File: src/rtl/pe_acc_drain_pkg.sv
// rtl/pe_acc_drain_pkg.sv - shared datapath widths, bit-width helper and drain FSM states
package GLOBAL_PARAM;

  localparam int DATA_W = 16;
  localparam int RES_W  = 32;
  localparam int BATCH  = 4;

  // Address/count width for a structure of n entries; never narrower than one bit.
  function automatic int bw(input int n);
    return (n > 1) ? $clog2(n) : 1;
  endfunction

  typedef enum logic [1:0] {
    S_IDLE,
    S_RUN,
    S_FLUSH,
    S_DONE
  } drain_state_t;

endpackage

File: src/rtl/pe_acc_drain_fifo.sv
// rtl/pe_acc_drain_fifo.sv - small synchronous skid FIFO holding requantised output vectors
module drain_fifo #(
  parameter int WIDTH = 64,
  parameter int DEPTH = 4
) (
  input  logic                         clk,
  input  logic                         rst,
  input  logic                         push,
  input  logic [WIDTH-1:0]             push_data,
  input  logic                         pop,
  output logic [WIDTH-1:0]             pop_data,
  output logic                         full,
  output logic                         empty,
  output logic [$clog2(DEPTH+1)-1:0]   count
);

  localparam int PW = (DEPTH > 1) ? $clog2(DEPTH) : 1;
  localparam int CW = $clog2(DEPTH + 1);

  logic [WIDTH-1:0] mem [DEPTH];
  logic [PW-1:0]    wr_ptr;
  logic [PW-1:0]    rd_ptr;
  logic [CW-1:0]    count_q;
  logic             do_push;
  logic             do_pop;

  assign full     = (count_q == CW'(DEPTH));
  assign empty    = (count_q == '0);
  assign count    = count_q;
  assign pop_data = mem[rd_ptr];
  assign do_pop   = pop && !empty;
  assign do_push  = push && (!full || do_pop);

  // Storage is cleared on reset so the visible output word is zero while empty after reset.
  always_ff @(posedge clk or negedge rst) begin
    if (!rst) begin
      for (int i = 0; i < DEPTH; i++) mem[i] <= '0;
      wr_ptr  <= '0;
      rd_ptr  <= '0;
      count_q <= '0;
    end else begin
      if (do_push) begin
        mem[wr_ptr] <= push_data;
        wr_ptr      <= (wr_ptr == PW'(DEPTH - 1)) ? '0 : wr_ptr + 1'b1;
      end
      if (do_pop) begin
        rd_ptr <= (rd_ptr == PW'(DEPTH - 1)) ? '0 : rd_ptr + 1'b1;
      end
      case ({do_push, do_pop})
        2'b10:   count_q <= count_q + 1'b1;
        2'b01:   count_q <= count_q - 1'b1;
        default: count_q <= count_q;
      endcase
    end
  end

endmodule

File: src/rtl/pe_acc_drain.sv
// rtl/pe_acc_drain.sv - sweeps the PE accumulation buffer, requantises each vector and streams it out
module pe_acc_drain
  import GLOBAL_PARAM::*;
#(
  parameter int BUF_DEPTH  = 256,
  parameter int RD_LAT     = 2,
  parameter int FIFO_DEPTH = 4
) (
  input  logic                         clk,
  input  logic                         rst,
  input  logic                         start,
  input  logic [bw(BUF_DEPTH)-1:0]     base_addr,
  input  logic [bw(BUF_DEPTH):0]       len,
  input  logic [4:0]                   shift,
  output logic                         busy,
  output logic                         done,
  output logic                         buf_release,
  output logic [bw(BUF_DEPTH)-1:0]     abuf_rd_addr,
  input  logic [BATCH*RES_W-1:0]       abuf_rd_data,
  output logic [DATA_W*BATCH-1:0]      out_data,
  output logic                         out_valid,
  input  logic                         out_ready
);

  localparam int AW  = bw(BUF_DEPTH);
  localparam int LW  = AW + 1;
  localparam int FCW = $clog2(FIFO_DEPTH + 1);
  localparam int CRW = bw(FIFO_DEPTH + RD_LAT + 1) + 1;

  localparam logic signed [RES_W-1:0] SAT_HI = {{(RES_W-DATA_W+1){1'b0}}, {(DATA_W-1){1'b1}}};
  localparam logic signed [RES_W-1:0] SAT_LO = {{(RES_W-DATA_W+1){1'b1}}, {(DATA_W-1){1'b0}}};

  drain_state_t state, state_nx;

  logic [AW-1:0]           addr_q;
  logic [LW-1:0]           len_q;
  logic [4:0]              shift_q;
  logic [LW-1:0]           issued_q;
  logic [LW-1:0]           retired_q;
  logic [LW-1:0]           retired_nx;
  logic [RD_LAT-1:0]       rd_vld;
  logic [CRW-1:0]          inflight;
  logic                    credit_ok;
  logic                    issue;

  logic                    fifo_push;
  logic                    fifo_pop;
  logic                    fifo_full;
  logic                    fifo_empty;
  logic [FCW-1:0]          fifo_count;
  logic [DATA_W*BATCH-1:0] quant_data;

  always_comb begin
    inflight = '0;
    for (int i = 0; i < RD_LAT; i++) inflight = inflight + CRW'(rd_vld[i]);
  end

  // Reads still in the RAM pipeline already own a FIFO slot, so the FIFO can never overflow.
  assign credit_ok  = !fifo_full && ((inflight + CRW'(fifo_count)) < CRW'(FIFO_DEPTH));
  assign fifo_pop   = out_valid && out_ready;
  assign fifo_push  = rd_vld[RD_LAT-1];
  assign retired_nx = retired_q + LW'(fifo_pop);

  always_ff @(posedge clk or negedge rst) begin
    if (!rst) state <= S_IDLE;
    else      state <= state_nx;
  end

  always_comb begin
    state_nx = state;
    case (state)
      S_IDLE:  if (start) state_nx = (len == '0) ? S_DONE : S_RUN;
      S_RUN:   if (issued_q == len_q) state_nx = S_FLUSH;
      S_FLUSH: if (inflight == '0 && !fifo_push && retired_nx == len_q) state_nx = S_DONE;
      S_DONE:  state_nx = S_IDLE;
      default: state_nx = S_IDLE;
    endcase
  end

  always_comb begin
    busy        = (state == S_RUN) || (state == S_FLUSH);
    done        = (state == S_DONE);
    buf_release = (state == S_DONE);
    issue       = (state == S_RUN) && (issued_q < len_q) && credit_ok;
  end

  always_ff @(posedge clk or negedge rst) begin
    if (!rst) begin
      addr_q    <= '0;
      len_q     <= '0;
      shift_q   <= '0;
      issued_q  <= '0;
      retired_q <= '0;
    end else if (state == S_IDLE && start) begin
      addr_q    <= base_addr;
      len_q     <= len;
      shift_q   <= shift;
      issued_q  <= '0;
      retired_q <= '0;
    end else begin
      if (issue) begin
        issued_q <= issued_q + 1'b1;
        addr_q   <= (addr_q == AW'(BUF_DEPTH - 1)) ? '0 : addr_q + 1'b1;
      end
      retired_q <= retired_nx;
    end
  end

  always_ff @(posedge clk or negedge rst) begin
    if (!rst) begin
      rd_vld <= '0;
    end else begin
      rd_vld[0] <= issue;
      for (int i = 1; i < RD_LAT; i++) rd_vld[i] <= rd_vld[i-1];
    end
  end

  assign abuf_rd_addr = addr_q;

  for (genvar g = 0; g < BATCH; g++) begin : g_lane
    logic signed [RES_W-1:0] res;
    logic signed [RES_W-1:0] shifted;
    logic [DATA_W-1:0]       q;

    assign res     = abuf_rd_data[g*RES_W +: RES_W];
    assign shifted = res >>> shift_q;

    always_comb begin
      q = shifted[DATA_W-1:0];
      if (shifted > SAT_HI)      q = {1'b0, {(DATA_W-1){1'b1}}};
      else if (shifted < SAT_LO) q = {1'b1, {(DATA_W-1){1'b0}}};
    end

    assign quant_data[g*DATA_W +: DATA_W] = q;
  end

  drain_fifo #(
    .WIDTH (DATA_W*BATCH),
    .DEPTH (FIFO_DEPTH)
  ) u_fifo (
    .clk       (clk),
    .rst       (rst),
    .push      (fifo_push),
    .push_data (quant_data),
    .pop       (fifo_pop),
    .pop_data  (out_data),
    .full      (fifo_full),
    .empty     (fifo_empty),
    .count     (fifo_count)
  );

  assign out_valid = !fifo_empty;

endmodule
File: config.mk
export PLATFORM = sky130hd
export DESIGN_NAME = pe_acc_drain
export DESIGN_NICKNAME = d
export VERILOG_FILES = /design/src/rtl/pe_acc_drain_pkg.sv /design/src/rtl/pe_acc_drain_fifo.sv /design/src/rtl/pe_acc_drain.sv
export SDC_FILE = /design/constraint.sdc
export NUM_CORES = 1
export LEC_CHECK = 0
export ABC_AREA = 1
export CORE_MARGIN = 2
export CORE_UTILIZATION = 45
export CTS_BUF_LIST = sky130_fd_sc_hd__clkbuf_2
export DETAILED_ROUTE_END_ITERATION = 8
export GPL_TIMING_DRIVEN = 0
export PLACE_DENSITY = 0.71
export SLEW_MARGIN = 30
export SYNTH_ARGS = -nofsm -noshare
export SYNTH_HDL_FRONTEND = slang
export SYNTH_SLANG_ARGS = --single-unit
export TNS_END_PERCENT = 1
File: constraint.sdc
create_clock -name clk -period 5.3 [get_ports clk]
set_input_delay 1.06 -clock clk [delete_from_list [all_inputs] [get_ports clk]]
set_output_delay 1.06 -clock clk [all_outputs]
set_load 0.005 [all_outputs]
==> results of run 1 <==
==> layer usage <==
layer	track usage, %	vias up	wire [um]
met5	0	-	13
met4	15.3	2	4040
met3	8.12	264	9430
met2	57.7	1429	41200
met1	49.0	11700	38000
li1	-	11700	-
==> kinds of logic after synthesis <==
family,after synthesis,synth area share [%]
AOI/OAI and AO/OA,518,13.2
xor gates and xnor gates,16,0.651
adders and majority gates,27,1.60
buffers and inverters,348,7.17
DFF,307,35.7
muxes,22,1.02
and+or+nand+nor,2143,40.7
==> power groups by stage <==
| stage | clock network, mW | registers [mW] | logic, mW |
|---|---|---|---|
| floorplan | 0 | 3.83 | 7.63 |
| global placement | 0 | 3.99 | 12.6 |
| detailed placement | 0 | 3.98 | 12.7 |
| CTS | 1.76 | 3.95 | 12.7 |
| global route | 1.89 | 4.08 | 14.1 |
| finish | 1.73 | 3.97 | 13.2 |
==> placed cells by master (no fill, tap or decap), types with 5 or more instances in the layout <==
| master | synthesis | routed |
|---|---|---|
| nand2_1 | 1447 | 1447 |
| nand3_1 | 382 | 382 |
| o21ai_0 | 311 | 311 |
| dfrtp_1 | 307 | 307 |
| nor2_1 | 237 | 237 |
| clkdlybuf4s50_1 | 0 | 228 |
| clkbuf_1 | 120 | 118 |
| clkbuf_2 | 0 | 117 |
| inv_1 | 109 | 109 |
| o22ai_1 | 77 | 76 |
| a21oi_1 | 55 | 55 |
| buf_2 | 43 | 43 |
| buf_1 | 39 | 39 |
| nand2_2 | 37 | 37 |
| ha_1 | 26 | 26 |
| o21ai_1 | 23 | 23 |
| mux2i_1 | 22 | 22 |
| o211ai_1 | 21 | 21 |
| clkinv_1 | 4 | 19 |
| buf_4 | 16 | 16 |
| buf_6 | 13 | 13 |
| xor2_1 | 10 | 10 |
| nand2_4 | 10 | 10 |
| nor3_1 | 9 | 9 |
| nand4_1 | 7 | 7 |
| xnor2_1 | 6 | 6 |
| or2_2 | 5 | 5 |
| a31oi_1 | 5 | 5 |
| o31ai_1 | 5 | 5 |
==> registers in the layout, indices dropped and copies added, names as in the netlist <==
register       count
u_fifo.rd_ptr      2
state              2
u_fifo.mem       256
issued_q           9
shift_q            5
u_fifo.wr_ptr      2
abuf_rd_addr       8
len_q              9
retired_q          9
u_fifo.count       3
rd_vld             2
==> cell usage after synthesis (5+ instances only) <==
master / n
o21ai_1: 23
o22ai_1: 77
a21oi_1: 55
o21ai_0: 311
buf_6: 13
buf_4: 16
dfrtp_1: 307
a31oi_1: 5
nor3_1: 9
o211ai_1: 21
xnor2_1: 6
o31ai_1: 5
mux2i_1: 22
inv_1: 109
ha_1: 26
xor2_1: 10
nand2_2: 37
or2_2: 5
nand2_1: 1447
nand2_4: 10
nand3_1: 382
clkbuf_1: 120
buf_2: 43
buf_1: 39
nor2_1: 237
nand4_1: 7
==> critical path: cells and delay by family (launching register included) <==
| kind | cells | cell delay (ns) |
|---|---|---|
| AO/OA/AOI/OAI | 2 | 0.56 |
| buffers and inverters | 5 | 1.94 |
| flip-flops | 1 | 0.52 |
==> repair_timing <==
item / 4_1_cts / 5_1_grt
hold endpoints to repair: 24 / 0
hold buffers: 1 / 0
setup endpoints to repair: 6 / 1
buffers inserted: 0 / 0
resized for setup: 1 / 3
==> worst max path at each step <==
stage / from / slack (ns) / cells past startpoint / endpoint
6_report: u_fifo.rd_ptr[0]$_DFFE_PN0P_ / 0.17 / 7 / out_data[43]
2_1_floorplan: out_ready / 2.40 / 17 / state[0]$_DFFE_PN0P_
5_1_grt: u_fifo.rd_ptr[0]$_DFFE_PN0P_ / 0.06 / 7 / out_data[43]
4_1_cts: u_fifo.rd_ptr[0]$_DFFE_PN0P_ / 0.13 / 7 / out_data[42]
3_5_place_dp: u_fifo.rd_ptr[0]$_DFFE_PN0P_ / 1.03 / 7 / out_data[42]
3_3_place_gp: rst / -10.39 / 1 / state[0]$_DFFE_PN0P_
==> metrics by stage <==
stage / cell area, um^2 / hold slack (ns)
floorplan: 21500 / 0.380
global route: 25500 / 0.351
global placement: 24600 / 0.403
CTS: 25500 / 0.308
detailed placement: 24700 / 0.413
finish: 25500 / 0.393
==> layout make-up <==
class	instances	area [um^2]
clock inverters	23	158
clock buffers	115	576
repair buffers	234	2420
multi-input cells	2726	12300
plain buffers	232	1100
flip-flops and latches	307	7680
fillers	4936	22000
diodes	3	7.51
inverters	116	445
well taps	615	769
==> results.json, run 1 <==
{
  "clockBufferDepth": 3,
  "ys_ff_latch": 307,
  "p_comb_share_pct": 69.8,
  "p_leak_nw": 12.8,
  "p_sw_mw": 10.6,
  "drtIter0Drc": 3103,
  "worst_path_most_repeated_cell": "clkbuf_1",
  "finalMaxSlewViolations": 0,
  "post_layout_nonfiller_instances": 4371,
  "cts_buffers": 84,
  "die_area_um2": 49600,
  "fin_crit_sh_pct": 96.9,
  "min_path_cells": 0,
  "syn_area_um2": 21500,
  "min_path_type": "reg2reg",
  "cts.sinks": 307,
  "cts_max_level": 3,
  "hold_viol": 0,
  "fin_ws_ns": 0.166,
  "cpPeakStageDelay_ns": 0.59,
  "power_mw": 18.9,
  "clk_pin_slew_ns": 0.10,
  "r2r_start": "shift_q[1]$_DFFE_PN0P_",
  "dp_hpwl_mm": 71.3,
  "syn_to_final_growth_pct": 18.3,
  "crit_arrival_ns": 4.07,
  "clockRootBuffer": "clkbuf_2",
  "slew_headroom_pct": 31.7,
  "synthTopCellsByArea": "dfrtp_1, nand2_1, nand3_1",
  "intPower_mw": 8.23,
  "cts_tree": "built",
  "ir_drop_mv": 0.335,
  "clk-insertion-delay-late_ns": 1.12,
  "yosysTopAreaCell": "dfrtp_1",
  "setup_viol": 0,
  "syn_inst": 3381,
  "ys.flop_type": "dfrtp_1",
  "placeableCoreArea_um2": 47400,
  "wirelength_mm": 92.6,
  "critPathSlowestCell": "clkdlybuf4s50_1",
  "die_h_um": 223,
  "top_level_ports": 230,
  "wl_per_cell_um": 21.2,
  "synth_cell_types": 52,
  "grt_pass1_wl_mm": 139,
  "grt_setup_unrepaired": "no",
  "clock.fmax_mhz": 195,
  "path_class": "reg2out",
  "fin_tns_setup_ns": 0,
  "ant_nets": 0,
  "synth_edf_count": 0,
  "worstHoldStart": "rd_vld[0]$_DFF_PN0_",
  "ff2ff_path_depth": 12,
  "grt_use_total_pct": 36.7,
  "initial_core_util_pct": 45.4,
  "utilization_pct": 53.7,
  "grt_overflow_total": 0,
  "drcViolationCount": 0,
  "rows": 80,
  "antenna_found_initial": 3,
  "r2r_end": "u_fifo.mem[196]$_DFFE_PN0P_",
  "dieWidth_um": 223,
  "dpl.cell_count": 4229,
  "path_cells": "clkbuf_1 -> inv_1 -> clkbuf_2 -> clkbuf_1 -> o21ai_0 -> o22ai_1 -> clkdlybuf4s50_1",
  "status": "complete, no violations",
  "num_vias": 25100,
  "worstSetupEndpointType": "output port",
  "yosysTopAreaCellShare_pct": 35.7,
  "start_kind": "flip-flop",
  "drt-vias-per-instance": 5.74,
  "yosys_warnings": 0,
  "layout-drive-gt1-share_pct": 7.01,
  "seq_area_frac_synth_pct": 35.7,
  "clock_skew_ns": 0.144,
  "worst_hold_path.endpoint": "rd_vld[1]$_DFF_PN0_",
  "drt_pass1_iterations": 6,
  "worst-slew-pin-transition_ns": 1.01,
  "grt_pass1_vias": 23700,
  "pre_cts_slack_ns": 1.03,
  "cap_viol_max_count": 0,
  "grt_max_degree": 83,
  "netSwitchingFraction_pct": 56.4,
  "clkPwrFrac_pct": 9.2,
  "share_seq_of_total_power_pct": 21.1,
  "synth-async-reset-ratio_pct": 100,
  "post_synth.cell_area_avg_um2": 6.37,
  "ff2ff_setup_slack_ns": 1.46,
  "portBuffers": 229,
  "routabilityCongestion": 1.04,
  "critical_path_required_ns": 4.24,
  "p_per_area_nw_per_um2": 741,
  "nets": 3882,
  "path_max_fanout": 10,
  "finalWorstPathRequiredPeriod_ns": 5.13,
  "synth_fp_nets": 3562
}
Power figures use the tool's default switching activity.
==> run 2: changes to the inputs <==
CTS_CLUSTER_DIAMETER = 100   (was default)
==> results of run 2 <==
Final layout, timing and power as in run 1 (identical DEF).
